[config.mk]
export PLATFORM = sky130hd
export DESIGN_NAME = apb_requester
export DESIGN_NICKNAME = d
export VERILOG_FILES = /design/src/rtl/apb_requester.sv
export SDC_FILE = /design/constraint.sdc
export NUM_CORES = 1
export LEC_CHECK = 0
export CELL_PAD_IN_SITES_DETAIL_PLACEMENT = 1
export CELL_PAD_IN_SITES_GLOBAL_PLACEMENT = 1
export CORE_ASPECT_RATIO = 0.5
export CORE_MARGIN = 2
export CORE_UTILIZATION = 37
export CTS_CLUSTER_SIZE = 40
export DETAILED_ROUTE_END_ITERATION = 10
export PLACE_DENSITY_LB_ADDON = 0.1
export REMOVE_ABC_BUFFERS = 1
export SLEW_MARGIN = 10
export SYNTH_ARGS = -nofsm -noshare
export SYNTH_HDL_FRONTEND = slang
export SYNTH_SLANG_ARGS = --single-unit
[constraint.sdc]
create_clock -name pclk -period 3.14 [get_ports pclk]
set_input_delay 0.471 -clock pclk [delete_from_list [all_inputs] [get_ports pclk]]
set_output_delay 0.471 -clock pclk [all_outputs]
set_load 0.05 [all_outputs]
[src/rtl/apb_requester.sv]
// rtl/apb_requester.sv - APB requester turning a valid/ready command stream into APB transfers
// One outstanding transfer; response held until consumed, with optional ACCESS timeout.
module apb_requester #(
    parameter int ADDR_W  = 8,
    parameter int DATA_W  = 8,
    parameter int TIMEOUT = 255
) (
    input  logic              pclk,
    input  logic              preset,
    input  logic              cmd_valid,
    output logic              cmd_ready,
    input  logic              cmd_write,
    input  logic [ADDR_W-1:0] cmd_addr,
    input  logic [DATA_W-1:0] cmd_wdata,
    output logic              rsp_valid,
    input  logic              rsp_ready,
    output logic [DATA_W-1:0] rsp_rdata,
    output logic              rsp_err,
    output logic              rsp_timeout,
    output logic [ADDR_W-1:0] paddr,
    output logic              psel,
    output logic              penable,
    output logic              pwrite,
    output logic [DATA_W-1:0] pwdata,
    input  logic              pready,
    input  logic [DATA_W-1:0] prdata,
    input  logic              pslverr
);

    typedef enum logic [1:0] {IDLE, SETUP, ACCESS, RESP} state_t;

    localparam logic [15:0] TO_LIMIT = 16'(TIMEOUT);
    localparam logic        TO_EN    = (TIMEOUT != 0);

    state_t              state_q, state_d;
    logic [15:0]         cnt_q, cnt_d, cnt_inc;
    logic                cmd_ready_q, cmd_ready_d;
    logic                psel_q, psel_d;
    logic                penable_q, penable_d;
    logic                pwrite_q, pwrite_d;
    logic [ADDR_W-1:0]   paddr_q, paddr_d;
    logic [DATA_W-1:0]   pwdata_q, pwdata_d;
    logic                rsp_valid_q, rsp_valid_d;
    logic [DATA_W-1:0]   rsp_rdata_q, rsp_rdata_d;
    logic                rsp_err_q, rsp_err_d;
    logic                rsp_timeout_q, rsp_timeout_d;

    // Saturating so a wait-forever transfer never wraps back into a false timeout.
    assign cnt_inc = (cnt_q == 16'hFFFF) ? cnt_q : cnt_q + 16'd1;

    always_comb begin
        state_d       = state_q;
        cnt_d         = cnt_q;
        pwrite_d      = pwrite_q;
        paddr_d       = paddr_q;
        pwdata_d      = pwdata_q;
        rsp_rdata_d   = rsp_rdata_q;
        rsp_err_d     = rsp_err_q;
        rsp_timeout_d = rsp_timeout_q;

        case (state_q)
            IDLE: begin
                if (cmd_valid && cmd_ready_q) begin
                    paddr_d  = cmd_addr;
                    pwdata_d = cmd_wdata;
                    pwrite_d = cmd_write;
                    state_d  = SETUP;
                end
            end
            SETUP: state_d = ACCESS;
            ACCESS: begin
                if (pready) begin
                    rsp_rdata_d   = pwrite_q ? '0 : prdata;
                    rsp_err_d     = pslverr;
                    rsp_timeout_d = 1'b0;
                    state_d       = RESP;
                end else begin
                    cnt_d = cnt_inc;
                    if (TO_EN && (cnt_inc >= TO_LIMIT)) begin
                        rsp_rdata_d   = '0;
                        rsp_err_d     = 1'b1;
                        rsp_timeout_d = 1'b1;
                        state_d       = RESP;
                    end
                end
            end
            RESP: begin
                if (rsp_ready) begin
                    cnt_d   = '0;
                    state_d = IDLE;
                end
            end
            default: state_d = IDLE;
        endcase

        // Handshake/strobe outputs are registered copies of the next-state decode.
        cmd_ready_d = (state_d == IDLE);
        psel_d      = (state_d == SETUP) || (state_d == ACCESS);
        penable_d   = (state_d == ACCESS);
        rsp_valid_d = (state_d == RESP);
    end

    always_ff @(posedge pclk or posedge preset) begin
        if (preset) begin
            state_q       <= IDLE;
            cnt_q         <= '0;
            cmd_ready_q   <= 1'b1;
            psel_q        <= 1'b0;
            penable_q     <= 1'b0;
            pwrite_q      <= 1'b0;
            paddr_q       <= '0;
            pwdata_q      <= '0;
            rsp_valid_q   <= 1'b0;
            rsp_rdata_q   <= '0;
            rsp_err_q     <= 1'b0;
            rsp_timeout_q <= 1'b0;
        end else begin
            state_q       <= state_d;
            cnt_q         <= cnt_d;
            cmd_ready_q   <= cmd_ready_d;
            psel_q        <= psel_d;
            penable_q     <= penable_d;
            pwrite_q      <= pwrite_d;
            paddr_q       <= paddr_d;
            pwdata_q      <= pwdata_d;
            rsp_valid_q   <= rsp_valid_d;
            rsp_rdata_q   <= rsp_rdata_d;
            rsp_err_q     <= rsp_err_d;
            rsp_timeout_q <= rsp_timeout_d;
        end
    end

    assign cmd_ready   = cmd_ready_q;
    assign psel        = psel_q;
    assign penable     = penable_q;
    assign pwrite      = pwrite_q;
    assign paddr       = paddr_q;
    assign pwdata      = pwdata_q;
    assign rsp_valid   = rsp_valid_q;
    assign rsp_rdata   = rsp_rdata_q;
    assign rsp_err     = rsp_err_q;
    assign rsp_timeout = rsp_timeout_q;

endmodule

==> impl_results.html, run 1 <==
<table>
<tr><th>Metric</th><th>Value</th></tr>
<tr><th colspan="2">Global route</th></tr>
<tr><td>GRT Residual Overflow</td><td>0</td></tr>
<tr><td>GR Layer Usage met3</td><td>0.0824</td></tr>
<tr><td>Largest net degree at the start of global routing</td><td>36</td></tr>
<tr><td>Total routing resource utilization after global routing</td><td>0.193</td></tr>
<tr><td>Met2 layer usage reported by global route</td><td>0.337</td></tr>
<tr><td>Fraction of met1 tracks used by global routing</td><td>0.228</td></tr>
<tr><td>Global-route wire length before repair</td><td>10800 um</td></tr>
<tr><td>Number of global-route vias before repair</td><td>2213</td></tr>
<tr><td>Number of antenna violations at the first check in global routing</td><td>0</td></tr>
<tr><td>Layer carrying the most global-route usage</td><td>met2</td></tr>
<tr><th colspan="2">Yosys</th></tr>
<tr><td>Leading register cell type out of synthesis</td><td>sky130_fd_sc_hd__dfrtp_1</td></tr>
<tr><td>Post-Syn Area</td><td>2440 sq um</td></tr>
<tr><td>Dominant cell by count in the synthesized netlist</td><td>sky130_fd_sc_hd__dfrtp_1</td></tr>
<tr><td>Count of yosys warnings during synthesis</td><td>0</td></tr>
<tr><td>Post-Syn Area per Cell</td><td>10.3 sq um</td></tr>
<tr><td>Fraction of synthesis flops using an asynchronous set or reset pin</td><td>1.00</td></tr>
<tr><td>Biggest area consumer among synthesized cells</td><td>sky130_fd_sc_hd__dfrtp_1</td></tr>
<tr><td>Number of enable flip-flop cells after synthesis</td><td>0</td></tr>
<tr><td>Seq/Total Area, Yosys</td><td>0.504</td></tr>
<tr><td>Top cell types by occurrence after synthesis</td><td>sky130_fd_sc_hd__dfrtp_1 (48), sky130_fd_sc_hd__o21ai_0 (25), sky130_fd_sc_hd__mux2_2 (19)</td></tr>
<tr><td>Gate Count Post-Synth</td><td>236</td></tr>
<tr><td>Area fraction of the dominant cell type after synthesis</td><td>0.493</td></tr>
<tr><td>Total of flip-flops plus latches after synthesis</td><td>49</td></tr>
<tr><td>Count of unique library cells instantiated by Yosys</td><td>47</td></tr>
<tr><td>Top area cells in the synthesized netlist</td><td>sky130_fd_sc_hd__dfrtp_1 (49%), sky130_fd_sc_hd__mux2_2 (8.8%), sky130_fd_sc_hd__o21ai_0 (5.1%)</td></tr>
<tr><th colspan="2">Clock network</th></tr>
<tr><td>Clock latency reported for the late side of the worst-skew pair</td><td>300 ps</td></tr>
<tr><td>Number of CTS-inserted buffers</td><td>5</td></tr>
<tr><td>Clock tree from TritonCTS</td><td>built</td></tr>
<tr><td>Clk buf depth</td><td>2</td></tr>
<tr><td>Post-CTS Setup Bufs</td><td>0</td></tr>
<tr><td>Root Driver</td><td>sky130_fd_sc_hd__clkbuf_16</td></tr>
<tr><td>Clock transition time at the flip-flop clock pins of the worst setup and hold paths</td><td>60 ps</td></tr>
<tr><td>Post-CTS Resized</td><td>0</td></tr>
<tr><td>H-tree level count</td><td>2</td></tr>
<tr><td>Post-CTS Hold Buffers</td><td>0</td></tr>
<tr><td>CTS Sinks</td><td>49</td></tr>
<tr><th colspan="2">Finish</th></tr>
<tr><td>Final Instance Area</td><td>3280 sq um</td></tr>
<tr><td>Share of final-layout standard cells stronger than drive strength 1</td><td>0.131</td></tr>
<tr><td>Footprint of the flip-flops and latches</td><td>1230 sq um</td></tr>
<tr><td>Combined area of the multi-input logic cells</td><td>1120 sq um</td></tr>
<tr><td>Area overhead of the layout relative to synthesis</td><td>34.5%</td></tr>
<tr><td>Number of antenna diodes</td><td>0</td></tr>
<tr><td>Non-Filler Instances</td><td>385</td></tr>
<tr><td>Number of nets in the final layout</td><td>331</td></tr>
<tr><td>Layout filler cell count</td><td>703</td></tr>
<tr><th colspan="2">Drt</th></tr>
<tr><td>Violation count after the first detailed-route iteration</td><td>98</td></tr>
<tr><td>Antenna violation net count after detailed routing</td><td>0</td></tr>
<tr><td>Total length of routed wires</td><td>6490 um</td></tr>
<tr><td>Number of detailed-routing iterations run before antenna repair</td><td>4</td></tr>
<tr><td>Total vias in the final route</td><td>2090</td></tr>
<tr><td>Drt via density</td><td>5.43</td></tr>
<tr><td>DRC viols</td><td>0</td></tr>
<tr><td>Wirelength per Cell</td><td>16.8 um</td></tr>
<tr><th colspan="2">Run status</th></tr>
<tr><td>Status</td><td>completed</td></tr>
<tr><th colspan="2">Placement</th></tr>
<tr><td>Number of I/O port buffers</td><td>61</td></tr>
<tr><td>Placed cell count</td><td>377</td></tr>
<tr><td>Placed Area</td><td>3130 sq um</td></tr>
<tr><td>HPWL Detailed</td><td>4790 um</td></tr>
<tr><td>DP Worst Slack</td><td>553 ps</td></tr>
<tr><td>Routability congestion estimate</td><td>0.838</td></tr>
<tr><th colspan="2">Setup path</th></tr>
<tr><td>Setup slack, reg-to-reg</td><td>530 ps</td></tr>
<tr><td>CP Launch Point</td><td>cnt_q[0]$_DFFE_PP0P_</td></tr>
<tr><td>Worst-path cell chain</td><td>ha_1 &gt; nand3_2 &gt; nor3_1 &gt; mux2_2 &gt; a211oi_2 &gt; and4_1 &gt; a21oi_1 &gt; ha_1</td></tr>
<tr><td>Most frequent CP cell</td><td>sky130_fd_sc_hd__ha_1</td></tr>
<tr><td>CP Launch Type</td><td>flop</td></tr>
<tr><td>Terminus of the critical flop-to-flop path</td><td>psel$_DFF_PP0_</td></tr>
<tr><td>Worst path arrival time</td><td>2790 ps</td></tr>
<tr><td>Cell count of the worst reg-to-reg path</td><td>8</td></tr>
<tr><td>Endpoint required time on the critical path</td><td>3320 ps</td></tr>
<tr><td>Largest stage delay on the critical path</td><td>430 ps</td></tr>
<tr><td>Type of destination of the critical path</td><td>flop</td></tr>
<tr><td>Largest driver fanout on the critical path</td><td>7</td></tr>
<tr><td>Type of the setup path with the least slack</td><td>flop to flop</td></tr>
<tr><td>Reg2reg start</td><td>cnt_q[0]$_DFFE_PP0P_</td></tr>
<tr><td>Slowest stage cell, crit path</td><td>sky130_fd_sc_hd__dfrtp_1</td></tr>
<tr><td>Critical Path Sink</td><td>psel$_DFF_PP0_</td></tr>
<tr><th colspan="2">STA</th></tr>
<tr><td>Fin crit period</td><td>2610 ps</td></tr>
<tr><td>Setup tns final</td><td>0 ps</td></tr>
<tr><td>Final hold vios</td><td>0</td></tr>
<tr><td>Max-slew violation count</td><td>0</td></tr>
<tr><td>Smallest hold slack</td><td>448 ps</td></tr>
<tr><td>RSZ-0062 raised after global routing</td><td>no</td></tr>
<tr><td>Setup-failing EPs final</td><td>0</td></tr>
<tr><td>Worst path setup slack after routing</td><td>528 ps</td></tr>
<tr><td>Final setup skew</td><td>8.80 ps</td></tr>
<tr><td>Normalized max-slew margin</td><td>0.504</td></tr>
<tr><td>F_max</td><td>0.383 GHz</td></tr>
<tr><td>Tightest Pin Transition</td><td>739 ps</td></tr>
<tr><td>Final period utilization</td><td>0.832</td></tr>
<tr><th colspan="2">Floorplan</th></tr>
<tr><td>Core Rows</td><td>20</td></tr>
<tr><td>Top-level port count</td><td>62</td></tr>
<tr><td>Floorplan die height</td><td>61.4 um</td></tr>
<tr><td>Starting Density</td><td>0.393</td></tr>
<tr><td>Std-Cell Core Area</td><td>6210 sq um</td></tr>
<tr><td>Horizontal die dimension</td><td>119 um</td></tr>
<tr><td>Full die area</td><td>7290 sq um</td></tr>
<tr><th colspan="2">Min path</th></tr>
<tr><td>Hold WC Path Type</td><td>primary input to async pin</td></tr>
<tr><th colspan="2">Job</th></tr>
<tr><td>Number of maximum-capacitance constraint violations</td><td>0</td></tr>
<tr><th colspan="2">Pwr</th></tr>
<tr><td>Power density relative to cell area</td><td>975 nW/um^2</td></tr>
<tr><td>Leak</td><td>1.34 nW</td></tr>
<tr><td>Worst vdd ir</td><td>0.657 mV</td></tr>
</table>
kinds of logic after synthesis:
family,after synthesis,synth area share
flops,49,0.504
mux,20,0.0919
fa+ha+maj,4,0.0205
xor+xnor,3,0.0108
simple gates,72,0.166
buf+inv,22,0.0365
compound gates,66,0.171
worst max-delay path: cells and delay by family, from the launching register on:
| kind | cells | cell delay [ps] |
|---|---|---|
| AOI/OAI and AO/OA | 2 | 330 |
| and+or+nand+nor | 3 | 790 |
| adders and majority gates | 2 | 570 |
| DFF | 1 | 430 |
| muxes | 1 | 380 |
power by group:
group	internal (W)	leakage (nW)	switching, W	total (W)
combinational	0.000578	0.645	0.00107	0.00165
clock	0.000297	0.0671	0.000240	0.000537
sequential	0.000860	0.633	0.000150	0.00101
cell type report:
class | count | area share
inverters | 11 | 0.0126
well taps | 88 | 0.0336
repair buffers | 64 | 0.193
clock inverters | 2 | 0.00496
clock buffers | 6 | 0.0393
flip-flops and latches | 49 | 0.375
multi-input cells | 165 | 0.342
layer usage:
layer  vias up  wire length [um]
li1        980                 -
met1      1051              2770
met2        54              3110
met3         5               559
met4         0                50
met5         -                 0
sequential cells by signal (all words and copies together), names as in the netlist:
register and count:
cmd_ready 1, paddr 8, cnt_q 16, rsp_err 1, psel 1, rsp_rdata 8, rsp_timeout 1, pwdata 8
pwrite 1, rsp_valid 1, state_q 2, penable 1
worst min-delay path by stage:
stage | start | end | slack [ps] | depth (start not counted)
4_1_cts | preset | rsp_rdata[2]$_DFFE_PP0P_ | 460 | 2
5_1_grt | preset | rsp_rdata[5]$_DFFE_PP0P_ | 480 | 2
3_3_place_gp | rsp_timeout$_DFFE_PP0P_ | rsp_timeout$_DFFE_PP0P_ | 480 | 1
2_1_floorplan | cnt_q[11]$_DFFE_PP0P_ | cnt_q[11]$_DFFE_PP0P_ | 500 | 1
6_report | preset | rsp_rdata[2]$_DFFE_PP0P_ | 450 | 2
3_5_place_dp | rsp_timeout$_DFFE_PP0P_ | rsp_timeout$_DFFE_PP0P_ | 480 | 1
per-stage QoR:
stage               utilization  power (W)
finish                    0.528    0.00320
global route              0.528    0.00339
CTS                       0.528    0.00324
detailed placement        0.505    0.00268
global placement          0.505    0.00264
floorplan                     -    0.00208
layout by cell type (no fill, tap or decap), types with 3 or more instances in the layout:
cell type	n
sky130_fd_sc_hd__nor2_1	12
sky130_fd_sc_hd__a21oi_1	17
sky130_fd_sc_hd__nand3_1	7
sky130_fd_sc_hd__o21ai_0	25
sky130_fd_sc_hd__a31oi_1	3
sky130_fd_sc_hd__inv_1	10
sky130_fd_sc_hd__nand2_1	18
sky130_fd_sc_hd__dfrtp_1	48
sky130_fd_sc_hd__nor3_1	5
sky130_fd_sc_hd__o2111ai_1	3
sky130_fd_sc_hd__and3_1	5
sky130_fd_sc_hd__o21a_1	3
sky130_fd_sc_hd__clkbuf_16	5
sky130_fd_sc_hd__mux2_2	19
sky130_fd_sc_hd__clkdlybuf4s50_1	61
sky130_fd_sc_hd__nand4_1	7
sky130_fd_sc_hd__buf_4	3
sky130_fd_sc_hd__and4_1	4
sky130_fd_sc_hd__ha_1	4
sky130_fd_sc_hd__o21ai_1	3
(Power assumes the default switching activity.)
==> inputs of run 2 (changes only) <==
==> constraint.sdc (replaced) <==
create_clock -name pclk -period 2.66 [get_ports pclk]
set_input_delay 0.399 -clock pclk [delete_from_list [all_inputs] [get_ports pclk]]
set_output_delay 0.399 -clock pclk [all_outputs]
set_load 0.05 [all_outputs]
==> impl_results.html, run 2 (synthesis gave the netlist of run 1 again) <==
<table>
<tr><th>Metric</th><th>Value</th></tr>
<tr><th colspan="2">Run status</th></tr>
<tr><td>Status</td><td>completed</td></tr>
<tr><th colspan="2">Finish</th></tr>
<tr><td>Commonest non-fill, non-tap cells in the layout</td><td>sky130_fd_sc_hd__clkdlybuf4s50_1 (61), sky130_fd_sc_hd__dfrtp_1 (48), sky130_fd_sc_hd__o21ai_0 (25)</td></tr>
<tr><td>Number of nets in the final layout</td><td>336 (+1.5%)</td></tr>
<tr><td>Area overhead of the layout relative to synthesis</td><td>36.8%</td></tr>
<tr><td>Most flop-heavy register</td><td>cnt_q</td></tr>
<tr><td>Number of antenna diodes</td><td>0 (unchanged)</td></tr>
<tr><td>Most common cell after layout, fill and taps aside</td><td>sky130_fd_sc_hd__clkdlybuf4s50_1</td></tr>
<tr><td>Max reg flops</td><td>16 (unchanged)</td></tr>
<tr><td>Share of final-layout standard cells stronger than drive strength 1</td><td>0.156 (+0.0243)</td></tr>
<tr><th colspan="2">Floorplan</th></tr>
<tr><td>Std-Cell Core Area</td><td>6210 sq um (unchanged)</td></tr>
<tr><td>Horizontal die dimension</td><td>119 um (unchanged)</td></tr>
<tr><td>Core Rows</td><td>20 (unchanged)</td></tr>
<tr><td>Full die area</td><td>7290 sq um (unchanged)</td></tr>
<tr><td>Top-level port count</td><td>62 (unchanged)</td></tr>
<tr><td>Floorplan die height</td><td>61.4 um (unchanged)</td></tr>
<tr><td>Starting Density</td><td>0.393 (unchanged)</td></tr>
<tr><th colspan="2">Placement</th></tr>
<tr><td>DP Worst Slack</td><td>143 ps (-410 ps)</td></tr>
<tr><td>HPWL Detailed</td><td>4920 um (+2.7%)</td></tr>
<tr><td>Number of I/O port buffers</td><td>61 (unchanged)</td></tr>
<tr><td>Routability congestion estimate</td><td>0.809 (-3.4%)</td></tr>
<tr><th colspan="2">Drt</th></tr>
<tr><td>Violation count after the first detailed-route iteration</td><td>75 (-23%)</td></tr>
<tr><td>Drt via density</td><td>5.41 (-0.34%)</td></tr>
<tr><td>Wirelength per Cell</td><td>16.8 um (about the same)</td></tr>
<tr><td>DRC viols</td><td>0 (unchanged)</td></tr>
<tr><td>Antenna violation net count after detailed routing</td><td>0 (unchanged)</td></tr>
<tr><td>Number of detailed-routing iterations run before antenna repair</td><td>4 (unchanged)</td></tr>
<tr><td>Total length of routed wires</td><td>6570 um (+1.3%)</td></tr>
<tr><td>Total vias in the final route</td><td>2110 (+0.96%)</td></tr>
<tr><th colspan="2">STA</th></tr>
<tr><td>Tightest Pin Transition</td><td>659 ps (-79.6 ps)</td></tr>
<tr><td>F_max</td><td>0.402 GHz (+5.1%)</td></tr>
<tr><td>Worst path setup slack after routing</td><td>174 ps (-354 ps)</td></tr>
<tr><td>RSZ-0062 raised after global routing</td><td>no</td></tr>
<tr><td>Max-slew violation count</td><td>0 (unchanged)</td></tr>
<tr><td>Final hold vios</td><td>0 (unchanged)</td></tr>
<tr><td>Final setup skew</td><td>6.09 ps (-2.72 ps)</td></tr>
<tr><td>Setup-failing EPs final</td><td>0 (unchanged)</td></tr>
<tr><td>Fin crit period</td><td>2490 ps (-126 ps)</td></tr>
<tr><td>Setup tns final</td><td>0 ps (unchanged)</td></tr>
<tr><td>Final period utilization</td><td>0.934 (+0.103)</td></tr>
<tr><td>Normalized max-slew margin</td><td>0.557 (+0.0535)</td></tr>
<tr><th colspan="2">Clock network</th></tr>
<tr><td>H-tree level count</td><td>2 (unchanged)</td></tr>
<tr><td>Clk buf depth</td><td>2 (unchanged)</td></tr>
<tr><td>Clock tree from TritonCTS</td><td>built</td></tr>
<tr><td>Root Driver</td><td>sky130_fd_sc_hd__clkbuf_16</td></tr>
<tr><td>Number of CTS-inserted buffers</td><td>5 (unchanged)</td></tr>
<tr><td>CTS Sinks</td><td>49 (unchanged)</td></tr>
<tr><td>Post-CTS Hold Buffers</td><td>0 (unchanged)</td></tr>
<tr><td>Clock transition time at the flip-flop clock pins of the worst setup and hold paths</td><td>70 ps (about the same)</td></tr>
<tr><td>Clock latency reported for the late side of the worst-skew pair</td><td>290 ps (about the same)</td></tr>
<tr><th colspan="2">Setup path</th></tr>
<tr><td>CP Launch Type</td><td>flop</td></tr>
<tr><td>Terminus of the critical flop-to-flop path</td><td>psel$_DFF_PP0_</td></tr>
<tr><td>Largest stage delay on the critical path</td><td>450 ps (+20 ps)</td></tr>
<tr><td>Worst-path cell chain</td><td>ha_2 &gt; nand3_2 &gt; or3_1 &gt; nand2_1 &gt; xor2_1 &gt; and4_1 &gt; a21oi_1 &gt; ha_1</td></tr>
<tr><td>Type of destination of the critical path</td><td>flop</td></tr>
<tr><td>Worst path arrival time</td><td>2660 ps (-130 ps)</td></tr>
<tr><td>Largest driver fanout on the critical path</td><td>7 (unchanged)</td></tr>
<tr><td>Critical path buffers and inverters</td><td>0 (unchanged)</td></tr>
<tr><td>Endpoint required time on the critical path</td><td>2840 ps (-480 ps)</td></tr>
<tr><td>Slowest stage cell, crit path</td><td>sky130_fd_sc_hd__or3_1</td></tr>
<tr><td>Largest delay contributor family on the critical path</td><td>simple AND/OR/NAND/NOR gates</td></tr>
<tr><td>Reg2reg start</td><td>cnt_q[0]$_DFFE_PP0P_</td></tr>
<tr><td>Type of the setup path with the least slack</td><td>flop to flop</td></tr>
<tr><td>Setup slack, reg-to-reg</td><td>170 ps (-350 ps)</td></tr>
<tr><td>Cell count of the worst reg-to-reg path</td><td>8 (unchanged)</td></tr>
<tr><th colspan="2">Global route</th></tr>
<tr><td>Largest net degree at the start of global routing</td><td>21 (-42%)</td></tr>
<tr><td>Total routing resource utilization after global routing</td><td>0.201 (+0.00840)</td></tr>
<tr><td>GRT Residual Overflow</td><td>0 (unchanged)</td></tr>
<tr><td>Global-route wire length before repair</td><td>11200 um (+3.9%)</td></tr>
<tr><td>Number of global-route vias before repair</td><td>2240 (+1.2%)</td></tr>
<tr><td>Number of antenna violations at the first check in global routing</td><td>0 (unchanged)</td></tr>
<tr><th colspan="2">Job</th></tr>
<tr><td>Number of maximum-capacitance constraint violations</td><td>0 (unchanged)</td></tr>
<tr><th colspan="2">Min path</th></tr>
<tr><td>Hold WC Path Type</td><td>primary input to async pin</td></tr>
<tr><th colspan="2">Pwr</th></tr>
<tr><td>Leak</td><td>1.38 nW (+2.3%)</td></tr>
<tr><td>Power density relative to cell area</td><td>1140 nW/um^2 (+17%)</td></tr>
<tr><td>Worst vdd ir</td><td>0.850 mV (+29%)</td></tr>
</table>
## run 2: cell count changes in the layout (fill, tap and decap cells not counted), sizes merged
cell / before / now
clkinv: 1 / 0
buf: 3 / 8
inv: 11 / 12
## run 2: metal layers
| metal | wire length, um | share of wire | vias up | track usage |
|---|---|---|---|---|
| met5 | 0 | 0 | - | 0 |
| met4 | 93 | 0.014 | 0 | 0.0663 |
| met3 | 501 | 0.076 | 10 | 0.0824 |
| met2 | 3230 | 0.49 | 50 | 0.360 |
| met1 | 2750 | 0.42 | 1063 | 0.228 |
| li1 | - | - | 987 | - |
## run 2: through the flow
step                hold slack, ps  cell area, sq um  cells  utilization  power [W]
floorplan                      500              2390    225            -    0.00246
global placement               475              3170    382        0.511    0.00312
detailed placement             483              3170    382        0.511    0.00317
CTS                            445              3320    390        0.536    0.00386
global route                   464              3330    390        0.537    0.00405
finish                         427              3330    390        0.537    0.00381
## run 2: area by class of cell
cell class              count  area, sq um
repair buffers             69          671
well taps                  88          110
multi-input cells         165         1130
fillers                   711         2870
flip-flops and latches     49         1230
clock inverters             2         16.3
clock buffers               6          139
inverters                  11         41.3
## run 2: report_power, final
group | internal (W) | total [W] | switching, W
sequential | 0.00102 | 0.00120 | 0.000181
clock | 0.000378 | 0.000661 | 0.000283
combinational | 0.000685 | 0.00195 | 0.00126
total | 0.00208 | 0.00381 | 0.00173
## run 2: worst max-delay path by stage
| stage | start | end | slack, ps | cells after the start |
|---|---|---|---|---|
| 2_1_floorplan | cnt_q[0]$_DFFE_PP0P_ | psel$_DFF_PP0_ | 330 | 8 |
| 3_3_place_gp | cnt_q[0]$_DFFE_PP0P_ | psel$_DFF_PP0_ | 260 | 8 |
| 3_5_place_dp | cnt_q[0]$_DFFE_PP0P_ | psel$_DFF_PP0_ | 140 | 8 |
| 4_1_cts | cnt_q[0]$_DFFE_PP0P_ | psel$_DFF_PP0_ | 120 | 8 |
| 5_1_grt | cnt_q[0]$_DFFE_PP0P_ | psel$_DFF_PP0_ | 30 | 8 |
| 6_report | cnt_q[0]$_DFFE_PP0P_ | psel$_DFF_PP0_ | 170 | 8 |
## run 2: repair_timing
action                     CTS  global route
resized for setup            0             2
hold endpoints to repair     0             0
buffers inserted             0             0
setup endpoints to repair    0             1
## run 2: worst reg2reg max path, cell delays in order, from the launching register on
cell and delay [ps]:
sky130_fd_sc_hd__dfrtp_1 430, sky130_fd_sc_hd__ha_2 270, sky130_fd_sc_hd__nand3_2 170, sky130_fd_sc_hd__or3_1 450
sky130_fd_sc_hd__nand2_1 130, sky130_fd_sc_hd__xor2_1 270, sky130_fd_sc_hd__and4_1 300, sky130_fd_sc_hd__a21oi_1 90
sky130_fd_sc_hd__ha_1 270
